$ cat src/rtl/comparator_pkg.sv
// Shared types and width helpers for the serial magnitude comparator.
package comparator_pkg;

  typedef enum logic [1:0] {IDLE, SCAN, DONE} state_e;

  function automatic int unsigned num_digits(input int unsigned data_w, input int unsigned digit_w);
    return (digit_w == 0) ? 1 : data_w / digit_w;
  endfunction

  function automatic int unsigned cnt_width(input int unsigned data_w, input int unsigned digit_w);
    return $clog2(num_digits(data_w, digit_w) + 1);
  endfunction

endpackage

$ cat src/rtl/digit_compare.sv
// Combinational unsigned compare of one digit; equality is implied by neither flag set.
module digit_compare #(
  parameter int unsigned DIGIT_WIDTH = 1
) (
  input  logic [DIGIT_WIDTH-1:0] a,
  input  logic [DIGIT_WIDTH-1:0] b,
  output logic                   gt,
  output logic                   lt
);

  assign gt = (a > b);
  assign lt = (a < b);

endmodule

$ cat src/rtl/serial_comparator_nbits.sv
// Sequential MSB-first magnitude comparator, DIGIT_WIDTH bits per cycle, early exit on first
// differing digit, unsigned or two's-complement operands.
module serial_comparator_nbits
  import comparator_pkg::*;
#(
  parameter int unsigned DATA_WIDTH  = 8,
  parameter int unsigned DIGIT_WIDTH = 1
) (
  input  logic                                              CLOCK_in,
  input  logic                                              RESET_in,
  input  logic                                              start_in,
  input  logic                                              signed_in,
  input  logic [DATA_WIDTH-1:0]                             A_in,
  input  logic [DATA_WIDTH-1:0]                             B_in,
  output logic                                              busy_out,
  output logic                                              done_out,
  output logic                                              AeqB,
  output logic                                              AgrtB,
  output logic                                              AlwrB,
  output logic [cnt_width(DATA_WIDTH, DIGIT_WIDTH)-1:0]     cycles_out
);

  localparam int unsigned NUM_DIGITS = num_digits(DATA_WIDTH, DIGIT_WIDTH);
  localparam int unsigned CNT_W      = cnt_width(DATA_WIDTH, DIGIT_WIDTH);

  if (DIGIT_WIDTH < 1) begin : g_bad_digit
    $error("serial_comparator_nbits: DIGIT_WIDTH must be at least 1");
  end else if (DATA_WIDTH % DIGIT_WIDTH != 0) begin : g_bad_ratio
    $error("serial_comparator_nbits: DATA_WIDTH must be a multiple of DIGIT_WIDTH");
  end

  state_e                 state_q, state_d;
  logic [DATA_WIDTH-1:0]  a_q, a_d, b_q, b_d;
  logic                   sgn_q, sgn_d;
  logic [CNT_W-1:0]       cnt_q, cnt_d;
  logic                   busy_q, busy_d, done_q, done_d;
  logic                   eq_q, eq_d, gt_q, gt_d, lt_q, lt_d;
  logic [CNT_W-1:0]       cycles_q, cycles_d;

  logic [DIGIT_WIDTH-1:0] dig_a, dig_b;
  logic                   dig_gt, dig_lt;

  // Flipping both sign bits on the first digit maps two's complement onto offset binary.
  always_comb begin
    dig_a = a_q[DATA_WIDTH-1 -: DIGIT_WIDTH];
    dig_b = b_q[DATA_WIDTH-1 -: DIGIT_WIDTH];
    if (sgn_q && (cnt_q == '0)) begin
      dig_a[DIGIT_WIDTH-1] = ~dig_a[DIGIT_WIDTH-1];
      dig_b[DIGIT_WIDTH-1] = ~dig_b[DIGIT_WIDTH-1];
    end
  end

  digit_compare #(.DIGIT_WIDTH(DIGIT_WIDTH)) u_digit_compare (
    .a  (dig_a),
    .b  (dig_b),
    .gt (dig_gt),
    .lt (dig_lt)
  );

  always_comb begin
    state_d  = state_q;
    a_d      = a_q;
    b_d      = b_q;
    sgn_d    = sgn_q;
    cnt_d    = cnt_q;
    busy_d   = busy_q;
    done_d   = 1'b0;
    eq_d     = eq_q;
    gt_d     = gt_q;
    lt_d     = lt_q;
    cycles_d = cycles_q;
    unique case (state_q)
      IDLE: begin
        if (start_in) begin
          a_d     = A_in;
          b_d     = B_in;
          sgn_d   = signed_in;
          cnt_d   = '0;
          busy_d  = 1'b1;
          state_d = SCAN;
        end
      end
      SCAN: begin
        if (dig_gt || dig_lt) begin
          eq_d     = 1'b0;
          gt_d     = dig_gt;
          lt_d     = dig_lt;
          cycles_d = cnt_q + CNT_W'(1);
          done_d   = 1'b1;
          state_d  = DONE;
        end else if (cnt_q == CNT_W'(NUM_DIGITS - 1)) begin
          eq_d     = 1'b1;
          gt_d     = 1'b0;
          lt_d     = 1'b0;
          cycles_d = CNT_W'(NUM_DIGITS);
          done_d   = 1'b1;
          state_d  = DONE;
        end else begin
          a_d   = a_q << DIGIT_WIDTH;
          b_d   = b_q << DIGIT_WIDTH;
          cnt_d = cnt_q + CNT_W'(1);
        end
      end
      DONE: begin
        busy_d  = 1'b0;
        state_d = IDLE;
      end
      default: begin
        busy_d  = 1'b0;
        state_d = IDLE;
      end
    endcase
  end

  always_ff @(posedge CLOCK_in or posedge RESET_in) begin
    if (RESET_in) begin
      state_q  <= IDLE;
      a_q      <= '0;
      b_q      <= '0;
      sgn_q    <= 1'b0;
      cnt_q    <= '0;
      busy_q   <= 1'b0;
      done_q   <= 1'b0;
      eq_q     <= 1'b0;
      gt_q     <= 1'b0;
      lt_q     <= 1'b0;
      cycles_q <= '0;
    end else begin
      state_q  <= state_d;
      a_q      <= a_d;
      b_q      <= b_d;
      sgn_q    <= sgn_d;
      cnt_q    <= cnt_d;
      busy_q   <= busy_d;
      done_q   <= done_d;
      eq_q     <= eq_d;
      gt_q     <= gt_d;
      lt_q     <= lt_d;
      cycles_q <= cycles_d;
    end
  end

  assign busy_out   = busy_q;
  assign done_out   = done_q;
  assign AeqB       = eq_q;
  assign AgrtB      = gt_q;
  assign AlwrB      = lt_q;
  assign cycles_out = cycles_q;

endmodule

$ cat config.mk
export PLATFORM = sky130hd
export DESIGN_NAME = serial_comparator_nbits
export DESIGN_NICKNAME = d
export VERILOG_FILES = /design/src/rtl/comparator_pkg.sv /design/src/rtl/digit_compare.sv /design/src/rtl/serial_comparator_nbits.sv
export SDC_FILE = /design/constraint.sdc
export NUM_CORES = 1
export LEC_CHECK = 0
export CELL_PAD_IN_SITES_DETAIL_PLACEMENT = 0
export CELL_PAD_IN_SITES_GLOBAL_PLACEMENT = 1
export CORE_MARGIN = 2
export CORE_UTILIZATION = 41
export DETAILED_ROUTE_END_ITERATION = 7
export PLACE_DENSITY = 0.83
export SLEW_MARGIN = 40
export SYNTH_ARGS = -nofsm -noshare
export SYNTH_HDL_FRONTEND = slang
export SYNTH_SLANG_ARGS = --single-unit
$ cat constraint.sdc
create_clock -name CLOCK_in -period 2.2 [get_ports CLOCK_in]
set_input_delay 0.22 -clock CLOCK_in [delete_from_list [all_inputs] [get_ports CLOCK_in]]
set_output_delay 0.22 -clock CLOCK_in [all_outputs]
set_load 0.005 [all_outputs]
[Yosys cells after proc, flatten, opt, wreduce, memory -nomap -nowiden]
Index checks and enable logic that the tools add are counted.
Operators by class
  $add $sub $neg: 1
  magnitude comparators: 2
  equal/unequal tests: 6
  multiplexer cells: 30
  bitwise operators: 3
  reductions and logical operators: 11
Operators by type and width (number)
  2-to-1 mux 8 bit: 6
  one-hot mux 8 bit (2 select lines): 2
  2-to-1 mux 4 bit: 5
  2-to-1 mux 1 bit: 11
  one-hot mux 4 bit (2 select lines): 1
  AND reduction 2 bit: 4
  2-to-1 mux 2 bit: 3
  inequality test 2 bit (second input constant): 3
  adder 4 x 1 -> 4 bit (second input constant): 1
  equality test 4 x 3 -> 1 bit (second input constant): 1
  logical NOT 4 bit: 1
  one-hot mux 2 bit (2 select lines): 1
  AND reduction 4 bit: 1
  nonzero test 2 bit: 2
  inequality test 3 bit (second input constant): 1
  inverter 1 bit: 3
  equality test 2 x 1 -> 1 bit (second input constant): 1
  logical NOT 2 bit: 1
  one-hot mux 1 bit (2 select lines): 1
  greater-than comparator 1 bit: 1
  logical AND 1 bit: 1
  logical OR 1 bit: 1
  < comparator 1 bit: 1
Storage, ports and cells
  register bits: 32
  bits of input ports: 20
  output and inout bits: 9
  word-level logic and storage cells: 64

[Logic depth before layout (Yosys ltp)]
Gate-level depths: netlist of the first run.
  word-level depth: 7
  mapped depth: 6
  depth with buffers taken out: 5

[Hierarchy]
Synthesis of the first run repeated with hierarchy kept, for this count alone.
Unflattened totals
  cell total of the unflattened synthesis: 130
  area total of the unflattened synthesis: 1592.8 um2
By module, submodules not included
  serial_comparator_nbits: times used 1, cells an instance 128, area each 1577.8 um2, sequential area each 800.8 um2
  digit_compare: times used 1, cells an instance 2, area each 15.0 um2, sequential area each 0.0 um2

[Worst setup path before layout of the first run]
OpenSTA, ideal clock, no wires.
  path type: register to register
  from: register cnt_q[0]
  to: register lt_q (netlist: AlwrB)
  setup time: 0.126 ns
  arrival: 1.306 ns
  required time: 2.074 ns
  path slack: 0.768 ns
  cell stages (with the launch flop): 6
  path buffers: 0
  clock period less this slack: 1.432 ns
  cells stage by stage: dfrtp_1 ha_1 nand3b_1 nand3_1 o31ai_1 a221o_1
On the way
  cells in the longest elaborated chain, start to end: 7
  elaborated cells on any way between the ends: 11
  those cells by class: 2 x order compare; 1 x eq/ne; 3 x mux; 5 x reduce/logical
Ends and longest elaborated chain
  from (decl): line serial_comparator_nbits.sv:35  | logic [CNT_W-1:0] cnt_q, cnt_d;
  from (signal assigned): line serial_comparator_nbits.sv:133  | cnt_q <= cnt_d;
  logical NOT 4 bit: line serial_comparator_nbits.sv:47  | if (sgn_q && (cnt_q == '0)) begin
  logical AND 1 bit: line serial_comparator_nbits.sv:47
  2-to-1 mux 1 bit: line serial_comparator_nbits.sv:47
  greater-than comparator 1 bit or < comparator 1 bit (tied branches): line digit_compare.sv:11, digit_compare.sv:12
  logical OR 1 bit: line serial_comparator_nbits.sv:84  | if (dig_gt || dig_lt) begin
  nonzero test 2 bit (no line)
  AND reduction 2 bit (no line)
  to (signal assigned): line serial_comparator_nbits.sv:138  | lt_q <= lt_d;
  to (decl): line serial_comparator_nbits.sv:37  | logic eq_q, eq_d, gt_q, gt_d, lt_q, lt_d;
Parallel ways exist; a longest one is shown, timed or not.
A chain may end at the register's enable or synchronous reset.

[Final worst setup path of the first run]
  from: register state_q[1]
  to: register b_q[7]
On the way
  cells in the longest elaborated chain, start to end: 3
  elaborated cells on any way between the ends: 8
  those cells by class: 4 x eq/ne; 1 x mux; 3 x reduce/logical
Ends and longest elaborated chain
  from (decl): line serial_comparator_nbits.sv:32  | state_e state_q, state_d;
  from (signal assigned): line serial_comparator_nbits.sv:129  | state_q <= state_d;
  equality test 2 x 1 -> 1 bit or logical NOT 2 bit (tied branches): line serial_comparator_nbits.sv:72  | unique case (state_q)
  inequality test 2 bit (no line) or nonzero test 2 bit (tied branches)
  AND reduction 4 bit (no line)
  to (signal assigned): line serial_comparator_nbits.sv:119  | b_q <= '0;
  to (signal assigned): line serial_comparator_nbits.sv:131  | b_q <= b_d;
  to (decl): line serial_comparator_nbits.sv:33  | logic [DATA_WIDTH-1:0] a_q, a_d, b_q, b_d;
Parallel ways exist; a longest one is shown, timed or not.

==> impl_results.md, run 1 <==
* Core Box Area at about 3600 sq um
* Cell Chain, Critical Path: nor2b_1, nand3_4, o22ai_1, a21oi_1
* CTS tree: done
* Mapped cell area at 1510 sq um
* Required @ worst endpoint at 2350 ps
* Count of different cell masters after synthesis at 31
* Clock slew seen by the registers of the worst setup and hold paths at 60 ps
* Met3 GRT Util at 5.21%
* Layer with the highest usage: met2
* Met1 GRT Util at 19.4%
* Crit-path max FO at 35
* Die ar. at roughly 4200 sq um
* Placer Congestion at 0.753
* Vias at roughly 1300
* Status: finished clean
* Crit-path max cell delay at roughly 500 ps
* Iter 0 DRT Violations at between 50 and 60
* Slew HR at between 50% and 60%
* Postcts setup bufs at 0
* Root Driver: clkbuf_8
* CP arrival at 2010 ps
* Die height at approximately 65 um
* Ys async rst share at 100%
* Most common cell after layout, fill and taps aside: dfrtp_1
* Top_reg_cell synth: dfrtp_1
* Commonest cells after routing, fill and taps aside: dfrtp_1 (32), clkdlybuf4s50_1 (28), nor2_1 (20), a21oi_1 (20), o22ai_1 (14)
* HP Class: in2async
* CTS Sinks at 32
* Number of enable flip-flop cells after synthesis at 0
* Final HPWL DP at ~2.2 mm
* Grt ovf at 0
* Max Slew Vio Count at 0
* DR pass1 iterations at 4
* IO Pins at 29
* Ys Warns at 0
* Fmax achieved at about 540 MHz
* Fin. Hold Viols at 0
* # fillers at 343
* Post-cts sizing count at 0
* Worst path top cell family by delay: simple AND/OR/NAND/NOR gates
* Final non-filler cell total at approximately 230
* Chip width at between 60 and 70 um
* Vias/cell at approximately 5.4
* Endpoint class of the critical path: register
* IO Port Bufs at 28
* Met2 GRT Util at roughly 28%
* Final setup violation count at 0
* Finished Cell Area at between 1500 and 2000 sq um
* Worst-skew pair later-pin latency at 280 ps
* Initial antenna violation count at 0
* First-pass GRT wire length at 5.34 mm
* Fin nets at a little over 200
* Num rows at 22
* TNS Setup at 0 ps
* Clock buffer count from CTS at 5
* ANT nets after route at 0
* Syn nets at 179
* Number of max-cap violations at 0
* Max VDD drop at just under 500 uV
* # DRC at 0
* Leakage power at 0.000801 uW
* Fin util at between 50 and 60%
* Worst Max-Slew Pin Slew at a little over 600 ps
* Vias in the first global route at ~1200
* PwrDens at approximately 1400 nW/um^2
* # diodes at 0
* CP Launch Type: register
* Number of buffers inserted by hold repair at cts at 0
* CP max stage cell: nor2b_1
* Mapped Avg Cell Area at 9.60 sq um
* Initial Util at between 40% and 50%
* WL final at 3.11 mm
* Largest net degree at the start of global routing at 36
* Placed Area at roughly 1800 sq um
* Synth Register Bits at 32
* Number of H-tree levels at 2
* Buffers and inverters on the worst path at 0
* Drt wl/cell at 13.4 um
* Skew final at ~4.8 ps
* Synth Instances at roughly 160
* Area growth, synth to finish at 25.6%
* Min Tclk post-route at 1860 ps
* Placed Cells incl. Taps at ~230
* Share of layout cells above drive strength 1 at approximately 7%
* Seq/Total Area, Yosys at 53.2%
* Critical Setup Path Class: reg2reg
* GR Util All Layers at around 17%
* Clock Path Buffers at 2
* RSZ-0062 raised after global routing: false
* Post-route clock period utilization at 84.6%
==> logic make-up after synthesis <==
kind of cell | Yosys count | synth area share [%]
flip-flops | 32 | 53.2
adder cells (fa/ha/maj) | 2 | 1.66
AO/OA/AOI/OAI | 47 | 18.6
AND/OR/NAND/NOR | 57 | 18.8
buffers and inverters | 17 | 5.40
XOR/XNOR | 2 | 2.41
==> synthesized netlist by cell type (all sizes together) (3+ instances only) <==
library cell  number  area share (%)
o31ai              3             1.5
dfrtp             32              53
o22ai             14             5.8
nand3             11             4.5
nor2              20             5.0
nand2             11             2.7
inv                7             1.7
and3               3             1.2
a21oi             21             7.2
clkbuf             4             1.1
buf                6             2.6
nor3               3             1.0
o21ai              5             1.7
==> per-stage QoR <==
step                power, uW  hold WS, ps  setup WS (ps)
CTS                      2650          343            336
floorplan                1900          325            768
finish                   2610          326            340
global route             2850          378           77.0
detailed placement       2230          484            360
global placement         2160          478            440
==> metal layers <==
metal / share of wire (%) / vias to the layer above
li1: - / 614
met1: 43 / 602
met2: 49 / 29
met3: 5.0 / 9
met4: 2.6 / 0
met5: 0 / -
==> worst paths after layout <==
kind / from / cells after the start / endpoint / slack [ps]
hold / removal: RESET_in / 3 / b_q[6]$_DFFE_PP0P_ / 330
min in group CLOCK_in: B_in[0] / 3 / b_q[0]$_DFFE_PP0P_ / 470
hold reg to reg: busy_out$_DFFE_PP0P_ / 2 / busy_out$_DFFE_PP0P_ / 490
max in group asynchronous: RESET_in / 3 / cycles_out[3]$_DFFE_PP0P_ / 1580
setup reg to reg: state_q[1]$_DFFE_PP0P_ / 4 / b_q[7]$_DFFE_PP0P_ / 340
setup / recovery: state_q[1]$_DFFE_PP0P_ / 4 / b_q[7]$_DFFE_PP0P_ / 340
==> registers in the layout, indices dropped and copies added (netlist names) <==
signal and cells:
a_q 8, b_q 8, cnt_q 4, cycles_out 4, state_q 2, AeqB 1
AgrtB 1, AlwrB 1, busy_out 1, done_out 1, sgn_q 1
==> worst min-delay path: stages <==
cell and delay (ps):
clkdlybuf4s50_1 400, inv_1 50, buf_4 350
==> power breakdown <==
| part | switching (uW) | leakage [uW] | total [uW] | internal [uW] |
|---|---|---|---|---|
| clock | 193 | 0.0000410 | 407 | 214 |
| sequential | 217 | 0.000382 | 1070 | 857 |
| combinational | 598 | 0.000377 | 1130 | 532 |
==> cell type report <==
cell class	count	area [sq um]	area share, %
flip-flops and latches	32	801	42.3
multi-input cells	108	624	33.0
repair buffers	31	303	16.0
clock buffers	6	72.6	3.84
well taps	48	60.1	3.17
inverters	7	26.3	1.39
clock inverters	1	5.00	0.265
(Power assumes the default switching activity.)
==> run 2, diff against run 1 <==
--- a/config.mk
+++ b/config.mk
@@ -8,9 +8,9 @@
 export CELL_PAD_IN_SITES_DETAIL_PLACEMENT = 0
 export CELL_PAD_IN_SITES_GLOBAL_PLACEMENT = 1
 export CORE_MARGIN = 2
-export CORE_UTILIZATION = 41
+export CORE_UTILIZATION = 39
 export DETAILED_ROUTE_END_ITERATION = 7
-export PLACE_DENSITY = 0.83
+export PLACE_DENSITY = 0.8
 export SLEW_MARGIN = 40
 export SYNTH_ARGS = -nofsm -noshare
 export SYNTH_HDL_FRONTEND = slang
==> constraint.sdc (replaced) <==
create_clock -name CLOCK_in -period 1.88 [get_ports CLOCK_in]
set_input_delay 0.188 -clock CLOCK_in [delete_from_list [all_inputs] [get_ports CLOCK_in]]
set_output_delay 0.188 -clock CLOCK_in [all_outputs]
set_load 0.005 [all_outputs]
==> impl_results.md, run 2 (synthesized netlist as in run 1, its figures left out) <==
* Status: finished clean (unchanged)
* GR Util All Layers at 16.7% (was 16.9%)
* Min Tclk post-route at 1730 ps (was 1860 ps)
* Number of buffers inserted by hold repair at cts at 0 (unchanged)
* Slew HR at 66.5% (was 59.6%)
* Largest net degree at the start of global routing at 36 (unchanged)
* Cell Chain, Critical Path: nor2b_1, buf_4, nand2_1, and3_1, or3_1 (was nor2b_1, nand3_4, o22ai_1, a21oi_1)
* HP Class: in2async (unchanged)
* Leakage power at 0.000814 uW (was 0.000801 uW)
* # diodes at 0 (unchanged)
* DR pass1 iterations at 4 (unchanged)
* Max VDD drop at 538 uV (was 490 uV)
* Fin nets at 209 (was 207)
* Worst Max-Slew Pin Slew at 501 ps (was 604 ps)
* CTS tree: done (unchanged)
* Crit-path max cell delay at 430 ps (was 500 ps)
* Clock slew seen by the registers of the worst setup and hold paths at 70 ps (was 60 ps)
* Post-route clock period utilization at 92.1% (was 84.6%)
* Number of H-tree levels at 2 (unchanged)
* Die height at 66.2 um (was 64.6 um)
* Clock buffer count from CTS at 5 (unchanged)
* Share of layout cells above drive strength 1 at 7.98% (was 7.03%)
* Worst setup margin at 149 ps (was 340 ps)
* Tot Pwr at 3190 uW (was 2610 uW)
* Final HPWL DP at 2.16 mm (was 2.19 mm)
* IO Port Bufs at 28 (unchanged)
* Vias/cell at 5.18 (was 5.38)
* Fin. Hold Viols at 0 (unchanged)
* CP max stage cell: nor2b_1 (unchanged)
* Iter 0 DRT Violations at 53 (was 54)
* RSZ-0062 raised after global routing: true (was false)
* First-pass GRT wire length at 5.42 mm (was 5.34 mm)
* Endpoint class of the critical path: register (unchanged)
* IO Pins at 29 (unchanged)
* Core Box Area at 3690 sq um (was 3610 sq um)
* Area growth, synth to finish at 28.1% (was 25.6%)
* Worst-skew pair later-pin latency at 290 ps (was 280 ps)
* Crit-path max FO at 7 (was 35)
* Skew final at 8.69 ps (was 4.78 ps)
* CTS Sinks at 32 (unchanged)
* Placer Congestion at 0.730 (was 0.753)
* Critical Setup Path Class: reg2reg (unchanged)
* ANT nets after route at 0 (unchanged)
* # fillers at 358 (was 343)
* Critical path startpoint: state_q[1]$_DFFE_PP0P_ (unchanged)
* Die ar. at 4380 sq um (was 4180 sq um)
* Final setup violation count at 0 (unchanged)
* Origin of the critical flop-to-flop path: state_q[1]$_DFFE_PP0P_ (unchanged)
* Drt wl/cell at 13.8 um (was 13.4 um)
* Biggest regs: a_q: 8 flops, b_q: 8 flops (unchanged)
* Grt ovf at 0 (unchanged)
* # DRC at 0 (unchanged)
* Required @ worst endpoint at 2050 ps (was 2350 ps)
* Initial antenna violation count at 0 (unchanged)
* Vias at 1223 (was 1254)
* Fmax achieved at 578 MHz (was 538 MHz)
* Chip width at 66.2 um (was 64.6 um)
* Num rows at 22 (unchanged)
* CP Launch Type: register (unchanged)
* Root Driver: clkbuf_8 (unchanged)
* Number of max-cap violations at 0 (unchanged)
* Vias in the first global route at 1296 (was 1240)
* Dpl ws at 118 ps (was 360 ps)
* WL final at 3.25 mm (was 3.11 mm)
* Commonest cells after routing, fill and taps aside: dfrtp_1 (32), clkdlybuf4s50_1 (28), nor2_1 (20), a21oi_1 (20), o22ai_1 (14) (unchanged)
* CP arrival at 1900 ps (was 2010 ps)
* Clock Path Buffers at 2 (unchanged)
* PwrDens at 1650 nW/um^2 (was 1380 nW/um^2)
* Initial Util at 40.8% (was 41.8%)
* FF-to-FF path depth at 5 (was 4)
* Most common cell after layout, fill and taps aside: dfrtp_1 (unchanged)
* Max Slew Vio Count at 0 (unchanged)
[run 2: cell count changes in the layout (fill, tap and decap cells not counted)]
cell      change
clkbuf_8      +1
clkinv_2      -1
buf_4         +1
clkbuf_1      +1
nand3_4       +1
[run 2: final timing paths]
path / end / slack (ps)
setup / recovery: cnt_q[3]$_DFFE_PP0P_ / 150
hold / removal: AlwrB$_DFFE_PP0P_ / 290
setup reg to reg: cnt_q[3]$_DFFE_PP0P_ / 150
hold reg to reg: AeqB$_DFFE_PP0P_ / 500
max in group asynchronous: cycles_out[0]$_DFFE_PP0P_ / 1290
min in group CLOCK_in: b_q[0]$_DFFE_PP0P_ / 440
[run 2: critical path: cells and delay by family (launching register included)]
kind / cells / cell delay (ps)
AND/OR/NAND/NOR: 4 / 960
flip-flops: 1 / 420
buffers and inverters: 1 / 240
[run 2: report_power, final]
group	leakage (uW)	internal (uW)	switching, uW
Clock	0.0000455	298	235
Sequential	0.000382	1000	243
Combinational	0.000386	651	762
Total	0.000814	1950	1240
[run 2: per-stage QoR]
| step | TNS (ps) | hold slack, ps | instances | util [%] | area [sq um] |
|---|---|---|---|---|---|
| after detailed placement | 0 | 488 | 227 | 49.4 | 1820 |
| after floorplan | 0 | 293 | 157 | - | 1510 |
| after CTS | 0 | 301 | 235 | 51.8 | 1910 |
| final | 0 | 286 | 236 | 52.3 | 1930 |
| after global routing | -31.5 | 350 | 236 | 52.3 | 1930 |
| after global placement | 0 | 478 | 227 | 49.4 | 1820 |
[run 2: layout make-up]
cell class                 instances  area (sq um)  share of cell area (%)
clock buffer                       8          90.1                    4.67
multi-input combinational        109           642                    33.3
timing repair buffer              32           310                    16.1
inverter                           7          26.3                    1.36
sequential                        32           801                    41.5
tap                               48          60.1                    3.11
[run 2: timing repair]
item	4_1_cts	5_1_grt
setup endpoints to repair	0	13
buffers inserted	0	0
gates resized for setup	0	1
[run 2: per-layer routing]
metal	global-route usage, %	part of all wire, %	vias up	routed length (um)
li1	-	-	616	-
met3	5.96	4.3	6	140
met4	6.89	1.8	0	58
met2	31.1	50	25	1620
met1	16.5	44	576	1430
met5	0	0	-	0
==> variant: new RTL, config.mk and constraints of run 2 <==
The output `done_out` loses its register stage (`done_q` becomes a continuous assignment).
--- a/src/rtl/serial_comparator_nbits.sv
+++ b/src/rtl/serial_comparator_nbits.sv
@@ -120,7 +120,6 @@
       sgn_q    <= 1'b0;
       cnt_q    <= '0;
       busy_q   <= 1'b0;
-      done_q   <= 1'b0;
       eq_q     <= 1'b0;
       gt_q     <= 1'b0;
       lt_q     <= 1'b0;
@@ -132,13 +131,14 @@
       sgn_q    <= sgn_d;
       cnt_q    <= cnt_d;
       busy_q   <= busy_d;
-      done_q   <= done_d;
       eq_q     <= eq_d;
       gt_q     <= gt_d;
       lt_q     <= lt_d;
       cycles_q <= cycles_d;
     end
   end
+
+  assign done_q = done_d;
 
   assign busy_out   = busy_q;
   assign done_out   = done_q;
Behaviour: not the same (Yosys sat finds a counterexample within 4 cycles, from zero or initial values and one cycle with RESET_in high).
==> variant against run 2 <==
Power up 0.74%; final area up 2.9%; count of clock-buffer cells in the layout down 2; wire length down 10%; worst setup slack better by 0.0019 ns; non-clock buffer count up 6; via count down 11%; fmax up 0.11%; highest routed layer unchanged; sequential share of layout area down 2.3 points; synthesized area down 0.91%; sequential cell count down 1; clock skew down 0.0053 ns.
==> variant: results <==
export IMPL_gp_congestion=0.753
export IMPL_synth_cell_types=41
export IMPL_syn_area_per_cell_um2=12.3
export IMPL_layout_drive_gt1_share_pct=23.1
export IMPL_postRouteWirelength_um=2930
export IMPL_pre_cts_ws_ns=0.0652
export IMPL_r2r_start="cnt_q[0]$_DFFE_PP0P_"
export IMPL_yosysSeqAreaShare_pct=52.0
export IMPL_postCtsSetupBuffers=4
export IMPL_nNetsFinal=183
export IMPL_finClkSkew_ns=0.00340
export IMPL_grt_max_degree=32
export IMPL_rr_endpoint="AlwrB$_DFFE_PP0P_"
export IMPL_clk_insertion_delay_late_ns=0.27
export IMPL_critical_path_arrival_ns=1.88
export IMPL_cts_resized=5
export IMPL_holdWs_ns=0.292
export IMPL_gr_usage_all_layers_pct=15.7
export IMPL_synth_common_cells="dfrtp_1 (31), nand2b_1 (12), o221a_1 (8)"
export IMPL_power_frac_comb_pct=47.4
export IMPL_status="finished, final reports clean"
export IMPL_via_per_inst=5.22
export IMPL_wl_per_cell_um=14.1
export IMPL_drt_iter0_drc=67
export IMPL_place_hpwl_um=2110
==> variant: per-layer routing <==
layer / global-route usage [%] / vias up / routed length (um)
li1: - / 518 / -
met1: 17.8 / 540 / 1260
met2: 27.9 / 23 / 1510
met3: 3.24 / 4 / 120
met4: 7.81 / 0 / 34
met5: 0 / - / 0
==> variant: critical path: stages, from the launching register on <==
cell and delay, ns:
dfrtp_2 0.44, inv_1 0.08, ha_1 0.14, nor4bb_2 0.29, mux2_2 0.37, mux2_1 0.29
==> variant: cell type report <==
class                           instances  area, um^2  share of cell area [%]
Timing Repair Buffer                   38         367                    18.5
Inverter                                7        26.3                    1.32
Tap cell                               48        60.1                    3.03
Sequential cell                        31         777                    39.2
Multi-Input combinational cell         78         682                    34.4
Clock buffer                            6        72.6                    3.66
==> variant: cells by family after synthesis <==
logic type	synth area share, %
flip-flops	52.0
AND/OR/NAND/NOR	16.6
AO/OA/AOI/OAI	18.9
buffers and inverters	3.69
adder cells (fa/ha/maj)	1.68
multiplexers	4.44
XOR/XNOR	2.77
